===== src/rtl/lm_hub75_capture.sv =====
// HUB75 receive-side capture: synchronizes the panel pins, buffers each shifted line in a
// ping-pong RAM and presents latched lines over valid/ready. Optional CRC: LM_CAPTURE_CRC_EN.
module lm_hub75_capture #(
  parameter int unsigned COLUMNS     = 64,
  parameter int unsigned COL_BITS    = 6,
  parameter int unsigned ROW_BITS    = 5,
  parameter int unsigned SYNC_STAGES = 2,
  parameter int unsigned OE_CNT_BITS = 16
) (
  input  logic                   clk,
  input  logic                   rst,
  input  logic                   matrix_clk,
  input  logic                   matrix_lat,
  input  logic                   matrix_OE,
  input  logic [ROW_BITS-1:0]    matrix_addr,
  input  logic [5:0]             matrix_rgb,
  output logic                   line_valid,
  input  logic                   line_ready,
  output logic [ROW_BITS-1:0]    line_addr,
  output logic [COL_BITS:0]      line_count,
  output logic [OE_CNT_BITS-1:0] oe_cycles,
  output logic [7:0]             line_crc,
  input  logic [COL_BITS-1:0]    rd_col,
  output logic [5:0]             rd_rgb,
  output logic                   overflow,
  output logic                   dropped
);

  localparam int unsigned SyncW   = 3 + ROW_BITS + 6;
  localparam int unsigned WarmMax = SYNC_STAGES + 1;
  localparam int unsigned WarmW   = $clog2(WarmMax + 1);
  localparam logic [SyncW-1:0]       SyncRst = {1'b1, {(SyncW - 1){1'b0}}};
  localparam logic [COL_BITS:0]      ColOne  = 1;
  localparam logic [COL_BITS:0]      ColMax  = COLUMNS[COL_BITS:0];
  localparam logic [OE_CNT_BITS-1:0] OeOne   = 1;
  localparam logic [WarmW-1:0]       WarmOne = 1;
  localparam logic [WarmW-1:0]       WarmEnd = WarmMax[WarmW-1:0];

  typedef enum logic [0:0] {StEmpty, StFull} state_e;

  // OE resets to its inactive level so the counter does not run during synchronizer fill.
  logic [SyncW-1:0]    sync_q [SYNC_STAGES];
  logic                s_oe_n, s_lat, s_clk;
  logic [ROW_BITS-1:0] s_addr;
  logic [5:0]          s_rgb;

  always_ff @(posedge clk) begin
    if (rst) begin
      for (int i = 0; i < SYNC_STAGES; i++) sync_q[i] <= SyncRst;
    end else begin
      sync_q[0] <= {matrix_OE, matrix_lat, matrix_clk, matrix_addr, matrix_rgb};
      for (int i = 1; i < SYNC_STAGES; i++) sync_q[i] <= sync_q[i-1];
    end
  end

  assign {s_oe_n, s_lat, s_clk, s_addr, s_rgb} = sync_q[SYNC_STAGES-1];

  logic             clk_prev_q, lat_prev_q;
  logic [WarmW-1:0] warm_q;
  logic             edges_en, pix_edge, lat_edge;

  always_ff @(posedge clk) begin
    if (rst) begin
      clk_prev_q <= 1'b0;
      lat_prev_q <= 1'b0;
      warm_q     <= '0;
    end else begin
      clk_prev_q <= s_clk;
      lat_prev_q <= s_lat;
      if (!edges_en) warm_q <= warm_q + WarmOne;
    end
  end

  assign edges_en = (warm_q == WarmEnd);
  assign pix_edge = edges_en & s_clk & ~clk_prev_q;
  assign lat_edge = edges_en & s_lat & ~lat_prev_q;

  state_e                 state_q, state_d;
  logic                   load, drop;
  logic [COL_BITS:0]      wr_col_q, wr_col_d, count_now;
  logic                   wr_bank_q;
  logic                   col_ok, store;
  logic [OE_CNT_BITS-1:0] oe_cnt_q, oe_cnt_d;
  logic [5:0]             mem_q [2**(COL_BITS+1)];

  assign col_ok    = (wr_col_q < ColMax);
  assign store     = pix_edge & col_ok;
  // A pixel edge in the latch cycle still belongs to the line being latched.
  assign count_now = store ? wr_col_q + ColOne : wr_col_q;

  always_comb begin
    state_d = state_q;
    load    = 1'b0;
    drop    = 1'b0;
    unique case (state_q)
      StEmpty: begin
        if (lat_edge) begin
          load    = 1'b1;
          state_d = StFull;
        end
      end
      StFull: begin
        if (lat_edge) begin
          load = line_ready;
          drop = ~line_ready;
        end else if (line_ready) begin
          state_d = StEmpty;
        end
      end
      default: state_d = StEmpty;
    endcase
  end

  always_comb begin
    wr_col_d = lat_edge ? '0 : count_now;
    oe_cnt_d = oe_cnt_q;
    if (lat_edge) begin
      oe_cnt_d = '0;
    end else if (!s_oe_n && (oe_cnt_q != '1)) begin
      oe_cnt_d = oe_cnt_q + OeOne;
    end
  end

  always_ff @(posedge clk) begin
    if (rst) begin
      state_q    <= StEmpty;
      wr_col_q   <= '0;
      wr_bank_q  <= 1'b0;
      oe_cnt_q   <= '0;
      line_addr  <= '0;
      line_count <= '0;
      oe_cycles  <= '0;
      overflow   <= 1'b0;
      dropped    <= 1'b0;
    end else begin
      state_q   <= state_d;
      wr_col_q  <= wr_col_d;
      oe_cnt_q  <= oe_cnt_d;
      wr_bank_q <= wr_bank_q ^ load;
      if (pix_edge && !col_ok) overflow <= 1'b1;
      if (drop) dropped <= 1'b1;
      if (load) begin
        line_addr  <= s_addr;
        line_count <= count_now;
        oe_cycles  <= oe_cnt_q;
      end
    end
  end

  assign line_valid = (state_q == StFull);

  always_ff @(posedge clk) begin
    if (store) mem_q[{wr_bank_q, wr_col_q[COL_BITS-1:0]}] <= s_rgb;
  end

  always_ff @(posedge clk) begin
    if (rst) begin
      rd_rgb <= '0;
    end else begin
      rd_rgb <= mem_q[{~wr_bank_q, rd_col}];
    end
  end

`ifdef LM_CAPTURE_CRC_EN
  function automatic logic [7:0] crc8_step(input logic [7:0] crc, input logic [7:0] data);
    logic [7:0] c;
    c = crc ^ data;
    for (int i = 0; i < 8; i++) begin
      c = c[7] ? ((c << 1) ^ 8'h07) : (c << 1);
    end
    return c;
  endfunction

  logic [7:0] crc_q, crc_now, line_crc_q;

  assign crc_now = store ? crc8_step(crc_q, {2'b00, s_rgb}) : crc_q;

  always_ff @(posedge clk) begin
    if (rst) begin
      crc_q      <= 8'h00;
      line_crc_q <= 8'h00;
    end else begin
      crc_q <= lat_edge ? 8'h00 : crc_now;
      if (load) line_crc_q <= crc_now;
    end
  end

  assign line_crc = line_crc_q;
`else
  assign line_crc = 8'h00;
`endif

endmodule


===== config.mk =====
export PLATFORM = sky130hd
export DESIGN_NAME = lm_hub75_capture
export DESIGN_NICKNAME = d
export VERILOG_FILES = /design/src/rtl/lm_hub75_capture.sv
export SDC_FILE = /design/constraint.sdc
export NUM_CORES = 1
export LEC_CHECK = 0
export CAP_MARGIN = 0
export CELL_PAD_IN_SITES_DETAIL_PLACEMENT = 2
export CELL_PAD_IN_SITES_GLOBAL_PLACEMENT = 2
export CORE_ASPECT_RATIO = 1.75
export CORE_UTILIZATION = 49
export CTS_BUF_LIST = sky130_fd_sc_hd__clkbuf_8
export CTS_CLUSTER_SIZE = 25
export DETAILED_ROUTE_END_ITERATION = 6
export GPL_TIMING_DRIVEN = 0
export PLACE_DENSITY = 0.89
export SLEW_MARGIN = 20
export SYNTH_ARGS = -nofsm -noshare
export SYNTH_HDL_FRONTEND = slang
export SYNTH_SLANG_ARGS = --single-unit

===== constraint.sdc =====
create_clock -name clk -period 2.77 [get_ports clk]
set_input_delay 0.4155 -clock clk [delete_from_list [all_inputs] [get_ports clk]]
set_output_delay 0.4155 -clock clk [all_outputs]
set_load 0.005 [all_outputs]

==> impl_metrics.tcl, run 1 <==
set metrics [dict create \
    outcome "complete, but fails checks" \
    violations "setup timing" \
    holdPathEnd "sync_q[0][2]" \
    synthTopCellsByArea "edfxtp_1 (69%), mux2i_1 (9.2%), dfxtp_1 (5.5%), mux4_2 (2.6%), a22oi_1 (2.1%)" \
    yosysUniqueCellTypes 51 \
    start_kind "flip-flop" \
    final-setup-viol-count 632 \
    reg2reg_to "rd_rgb[5]" \
    cts.sinks 861 \
    core-area_um2 67600 \
    final.setup.tns_ns -72.01 \
    synth_top_area_share_pct 68.7 \
    yosysWarnings 0 \
    clk_latency_ns 0.87 \
    viasPerCell 7.29 \
    dp_hpwl_mm 80.8 \
    hold_path_class "input pin to flip-flop" \
    final_cell_mix "edfxtp_1 (768), mux2i_1 (310), clkbuf_8 (145), a22oi_1 (96), dfxtp_1 (87)" \
    initialDrtViolationCount 3110 \
    grt_pass1_vias 24300 \
    synthFlopType "edfxtp_1" \
    syn_area_per_cell_um2 16.6 \
    synth_area_um2 33600 \
    fmax_ghz 0.270 \
    fin_nets 2248 \
    cts_root_buffer "clkbuf_8" \
    critical_path_class "flip-flop to flip-flop" \
    post_drt_wl_per_cell_um 50.8 \
    synthArstFlopShare_pct 0 \
    layout_min_cycle_time_ns 3.70 \
    gp_congestion 0.972 \
    grt_pass1_wl_mm 206 \
    clkTransAtPathRegs_ns 0.09 \
    cp_data_arrival_time_ns 4.31 \
    die_h_um 348 \
    vias 23500 \
    grt_max_degree 70 \
    cp-end-kind "flip-flop" \
    power_density_nw_per_um2 705 \
    drt_wl_total_mm 164 \
    final_max_slew_viol_count 0 \
    final_common_cell "edfxtp_1" \
    yosys.area.top_type "edfxtp_1" \
    ios 68 \
    crit_buf_inv 1 \
    antenna_found_initial 18 \
    start_util_pct 49.7 \
    hold_viol_final 0 \
    cp_slowest_cell "o211ai_1" \
    hold_path_depth 2 \
    die_w_um 200 \
    max_cap_violations 0 \
    required_ns 3.38 \
    worst_slew_pin_slew_ns 1.40 \
    synth-seq-cells 861 \
    slew_headroom_pct 6.38 \
    dpl_worst_slack_ns -1.30 \
    cts_buffers 119 \
    cts_hold_buffers 0 \
    worstPathCellList "clkbuf_1, nor2_1, o2111ai_1, o211ai_1" \
    drtAntennaViolNets 0 \
    synth_edf_count 768 \
    r2r_setup_slack_ns -0.93 \
    synthToLayoutAreaGrowth_pct 16.6 \
    drive_above_1_share_pct 21.2 \
    r2r_start "wr_bank_q" \
    dr.pass1.iters 6 \
    grt-ovfl-total 0 \
    fin_crit_sh_pct 134 \
    syn_inst 2020 \
    grtUsageTotal_pct 44.1 \
    fin_skew_ns 0.0775 \
    yosysSeqAreaShare_pct 74.2 \
    port-buffer-count 57 \
    path_delay_family "compound AO/OA/AOI/OAI gates" \
    crit_path_max_incr_delay_ns 1.24 \
    grt_setup_unrepaired "yes" \
    rows 126 \
    hp-start "matrix_rgb[2]" \
    crit_fanout 10 \
    fin_ws_ns -0.933 \
    h-tree-depth 3 \
    tritoncts "yes" \
    cts_buffer_depth 3 \
    reg2regPathDepth 4 \
    drc 0 \
    p_leak_uw 0.0145 \
    dieArea_um2 69600 \
    fin_hold_ws_ns 0.170 \
    irDropWorstVdd_mv 0.658 \
]
[synthesized netlist by cell type (all sizes together), types with 7 or more instances]
| master | n |
|---|---|
| o21ai | 12 |
| or3 | 13 |
| o2111ai | 7 |
| xor2 | 13 |
| mux2 | 12 |
| mux2i | 310 |
| buf | 76 |
| clkbuf | 47 |
| nand3 | 61 |
| a211oi | 7 |
| a21oi | 41 |
| nor2 | 184 |
| mux4 | 42 |
| dfxtp | 93 |
| edfxtp | 768 |
| nor2b | 45 |
| o22ai | 18 |
| a22oi | 96 |
| o211ai | 9 |
| nand2 | 68 |
| o221ai | 12 |
| a41o | 12 |
[registers in the layout, summed over array words and instances, names as in the netlist]
signal / cells
overflow: 1
warm_q: 2
rd_rgb: 6
line_addr: 5
wr_col_q: 7
sync_q: 28
dropped: 1
clk_prev_q: 1
wr_bank_q: 1
lat_prev_q: 1
mem_q: 768
line_count: 7
line_valid: 1
oe_cnt_q: 16
oe_cycles: 16
[worst max-delay path by stage]
stage	start	endpoint	slack [ns]	cells past startpoint
floorplan	sync_q[0][14]	mem_q[0][0]	0.42	0
global placement	sync_q[0][16]	mem_q[116][2]	-1.83	0
detailed placement	rd_col[4]	rd_rgb[5]	-1.30	8
CTS	wr_col_q[5]	mem_q[113][1]	-0.04	4
global route	wr_bank_q	rd_rgb[5]	-0.64	4
finish	wr_bank_q	rd_rgb[5]	-0.93	4
[stage by stage]
step	utilization (%)	instance area [µm²]	cells	power [µW]
2_1_floorplan	-	33600	2027	15100
3_3_place_gp	52.2	35300	2980	15500
3_5_place_dp	52.6	35600	2991	15600
4_1_cts	57.6	38900	3221	26600
5_1_grt	57.9	39200	3227	27700
6_report	57.9	39200	3229	27600
[final cells by class]
| type | instances | area, µm² |
|---|---|---|
| inverters | 4 | 15.0 |
| diodes | 4 | 10.0 |
| clock inverters | 87 | 607 |
| flip-flops and latches | 861 | 24900 |
| plain buffers | 121 | 776 |
| clock buffers | 141 | 1940 |
| multi-input cells | 1039 | 8830 |
| well taps | 896 | 1120 |
| repair buffers | 76 | 930 |
| fillers | 5629 | 28500 |
[cell families (layout without fill, tap and decap cells)]
kind of cell               count (synthesis)  in the layout  synth area share [%]
and+or+nand+nor                          401            401                  5.42
adders and majority gates                  3              3                 0.112
buffers and inverters                    127            429                  1.94
xor gates and xnor gates                  16             16                 0.417
other                                      1             12                0.0112
muxes                                    364            364                  12.5
AOI/OAI and AO/OA                        247            247                  5.40
DFF                                      861            861                  74.2
[per-layer routing]
layer / GRT usage [%] / vias up / part of all wire (%)
met3: 11.1 / 967 / 11
met1: 48.4 / 12000 / 32
met2: 71.2 / 2242 / 46
met4: 37.5 / 18 / 11
met5: 0 / - / 0.071
li1: - / 8314 / -
[timing repair]
item	4_1_cts	5_1_grt
gates resized for setup	229	54
endpoints found under the setup margin	787	396
gates cloned	0	1
buffers inserted	2	5
pin swaps	3	2
hold endpoints to repair	0	0
[power breakdown]
group / switching [µW] / internal (µW) / leakage, µW / total [µW]
Clock: 6490 / 5500 / 0.00145 / 12000
Sequential: 88.4 / 14100 / 0.00906 / 14200
Combinational: 1030 / 417 / 0.00396 / 1440
Total: 7610 / 20000 / 0.0145 / 27600
No activity file was read; power rests on OpenSTA's default activity.
==> run 2: changes to the inputs <==
--- a/config.mk
+++ b/config.mk
@@ -11,7 +11,7 @@
 export CORE_ASPECT_RATIO = 1.75
 export CORE_UTILIZATION = 49
 export CTS_BUF_LIST = sky130_fd_sc_hd__clkbuf_8
-export CTS_CLUSTER_SIZE = 25
+export CTS_CLUSTER_SIZE = 12
 export DETAILED_ROUTE_END_ITERATION = 6
 export GPL_TIMING_DRIVEN = 0
 export PLACE_DENSITY = 0.89
==> impl_metrics.tcl, run 2 (synthesized netlist as in run 1, its figures left out) <==
set metrics [dict create \
    fmax_ghz 0.336 \
    port-buffer-count 57 \
    fillers 5647 \
    final-setup-viol-count 104 \
    die_h_um 348 \
    hold_path_class "input pin to flip-flop" \
    h-tree-depth 3 \
    grt_setup_unrepaired "yes" \
    dpl_worst_slack_ns -1.30 \
    viasPerCell 7.03 \
    vias 22700 \
    dieArea_um2 69600 \
    drc 0 \
    grt_pass1_wl_mm 204 \
    r2r_setup_slack_ns -0.14 \
    hold_viol_final 0 \
    fin_skew_ns 0.0645 \
    setup.worst_path.end "rd_rgb[2]" \
    synthToLayoutAreaGrowth_pct 16.5 \
    drtAntennaViolNets 0 \
    start_util_pct 49.7 \
    cts_hold_buffers 0 \
    grtUsageTotal_pct 43.8 \
    final_cell_mix "edfxtp_1 (768), mux2i_1 (310), clkbuf_8 (144), a22oi_1 (96), dfxtp_1 (87)" \
    core-area_um2 67600 \
    fin_crit_sh_pct 107 \
    violations "setup timing" \
    final_common_cell "edfxtp_1" \
    slew_headroom_pct 28.1 \
    fin_nets 2246 \
    initialDrtViolationCount 2754 \
    drive_above_1_share_pct 20.8 \
    cp-end-kind "flip-flop" \
    crit_fanout 10 \
    grt_pass1_vias 24200 \
    start_kind "input pin" \
    cp_data_arrival_time_ns 3.66 \
    clkTransAtPathRegs_ns 0.08 \
    fin_ws_ns -0.205 \
    stdcell_area_um2 39100 \
    max_cap_violations 0 \
    layout_min_cycle_time_ns 2.97 \
    critical_path_class "input pin to flip-flop" \
    irDropWorstVdd_mv 0.670 \
    outcome "complete, but fails checks" \
    ios 68 \
    die_w_um 200 \
    worst_slew_pin_slew_ns 1.08 \
    r2r_start "wr_bank_q" \
    clk_latency_ns 0.83 \
    final_max_slew_viol_count 0 \
    grt_max_degree 70 \
    required_ns 3.46 \
    dp_hpwl_mm 80.8 \
    reg2reg_to "mem_q[1][3]" \
    dr.pass1.iters 5 \
    tritoncts "yes" \
    rows 126 \
    grt-ovfl-total 0 \
    cts_buffers 120 \
    gp_congestion 0.972 \
    reg2regPathDepth 4 \
    power_density_nw_per_um2 691 \
    cts_buffer_depth 3 \
    post_drt_wl_per_cell_um 46.3 \
    cts.sinks 861 \
    p_leak_uw 0.0144 \
    cts_root_buffer "clkbuf_8" \
    drt_wl_total_mm 150 \
    placed_area_um2 35600 \
    crit_start "rd_col[0]" \
    antenna_found_initial 6 \
    largest_reg_flops 768 \
]
==> run 2: cell types whose count changed in the layout (fill, tap and decap cells not counted), moves of 3 or more <==
cell / before / now
clkbuf_2: 12 / 15
inv_1: 39 / 42
nor2_4: 72 / 77
clkbuf_1: 24 / 20
nor2_1: 67 / 77
clkinv_2: 25 / 22
dlymetal6s2s_1: 3 / 0
nor2_2: 45 / 30
==> run 2: metal layers <==
layer / routed length (µm) / GRT usage (%) / up-vias
met5: 11 / 0.145 / -
met4: 15000 / 36.3 / 2
met3: 12500 / 10.1 / 701
met2: 72300 / 70.8 / 1929
met1: 49700 / 49.0 / 11800
li1: - / - / 8307
==> run 2: how the worst min path moves through the flow <==
stage                        start  slack, ns  depth (start not counted)            end
detailed placement    sync_q[0][2]       0.43                          1  sync_q[0][16]
global route        matrix_addr[0]       0.19                          2   sync_q[0][6]
finish              matrix_addr[0]       0.21                          2   sync_q[0][6]
CTS                  matrix_rgb[3]       0.16                          2   sync_q[0][3]
global placement     sync_q[0][13]       0.41                          1  sync_q[0][27]
floorplan            sync_q[0][13]       0.39                          1  sync_q[0][27]
==> run 2: stage by stage <==
stage	power (µW)	hold WS (ns)	utilization [%]	setup TNS (ns)	instances
floorplan	15100	0.389	-	0	2027
global placement	15500	0.414	52.2	-1581.04	2980
detailed placement	15600	0.433	52.6	-447.31	2991
CTS	26500	0.159	57.4	-2.38	3222
global route	27300	0.189	57.9	-1.64	3224
finish	27100	0.208	57.9	-4.34	3229
==> run 2: timing repair <==
item,4_1_cts,5_1_grt
setup buffers,2,4
endpoints found under the setup margin,792,630
resized for setup,213,69
pin swaps,2,6
==> run 2: worst max-delay path, cell delays in order <==
cell and delay, ns:
clkdlybuf4s50_1 0.71, buf_6 0.26, nor2_1 0.13, clkbuf_1 0.40, a22oi_1 0.66, nand3_1 0.50, a41o_1 0.39, o211ai_1 0.19
==> run 2: final cells by class <==
type                    instances  area [µm²]  area share [%]
flip-flops and latches        861       24900            63.7
multi-input cells            1039        8840            22.6
clock buffers                 139        1910            4.89
well taps                     896        1120            2.86
repair buffers                 74         915            2.34
plain buffers                 120         759            1.94
clock inverters                90         618            1.58
inverters                       4        15.0          0.0384
diodes                          6        15.0          0.0384
==> run 2: where the power goes <==
part / switching [µW] / internal (µW)
logic: 945 / 415
clock network: 6090 / 5440
registers: 83.8 / 14100
total: 7120 / 19900
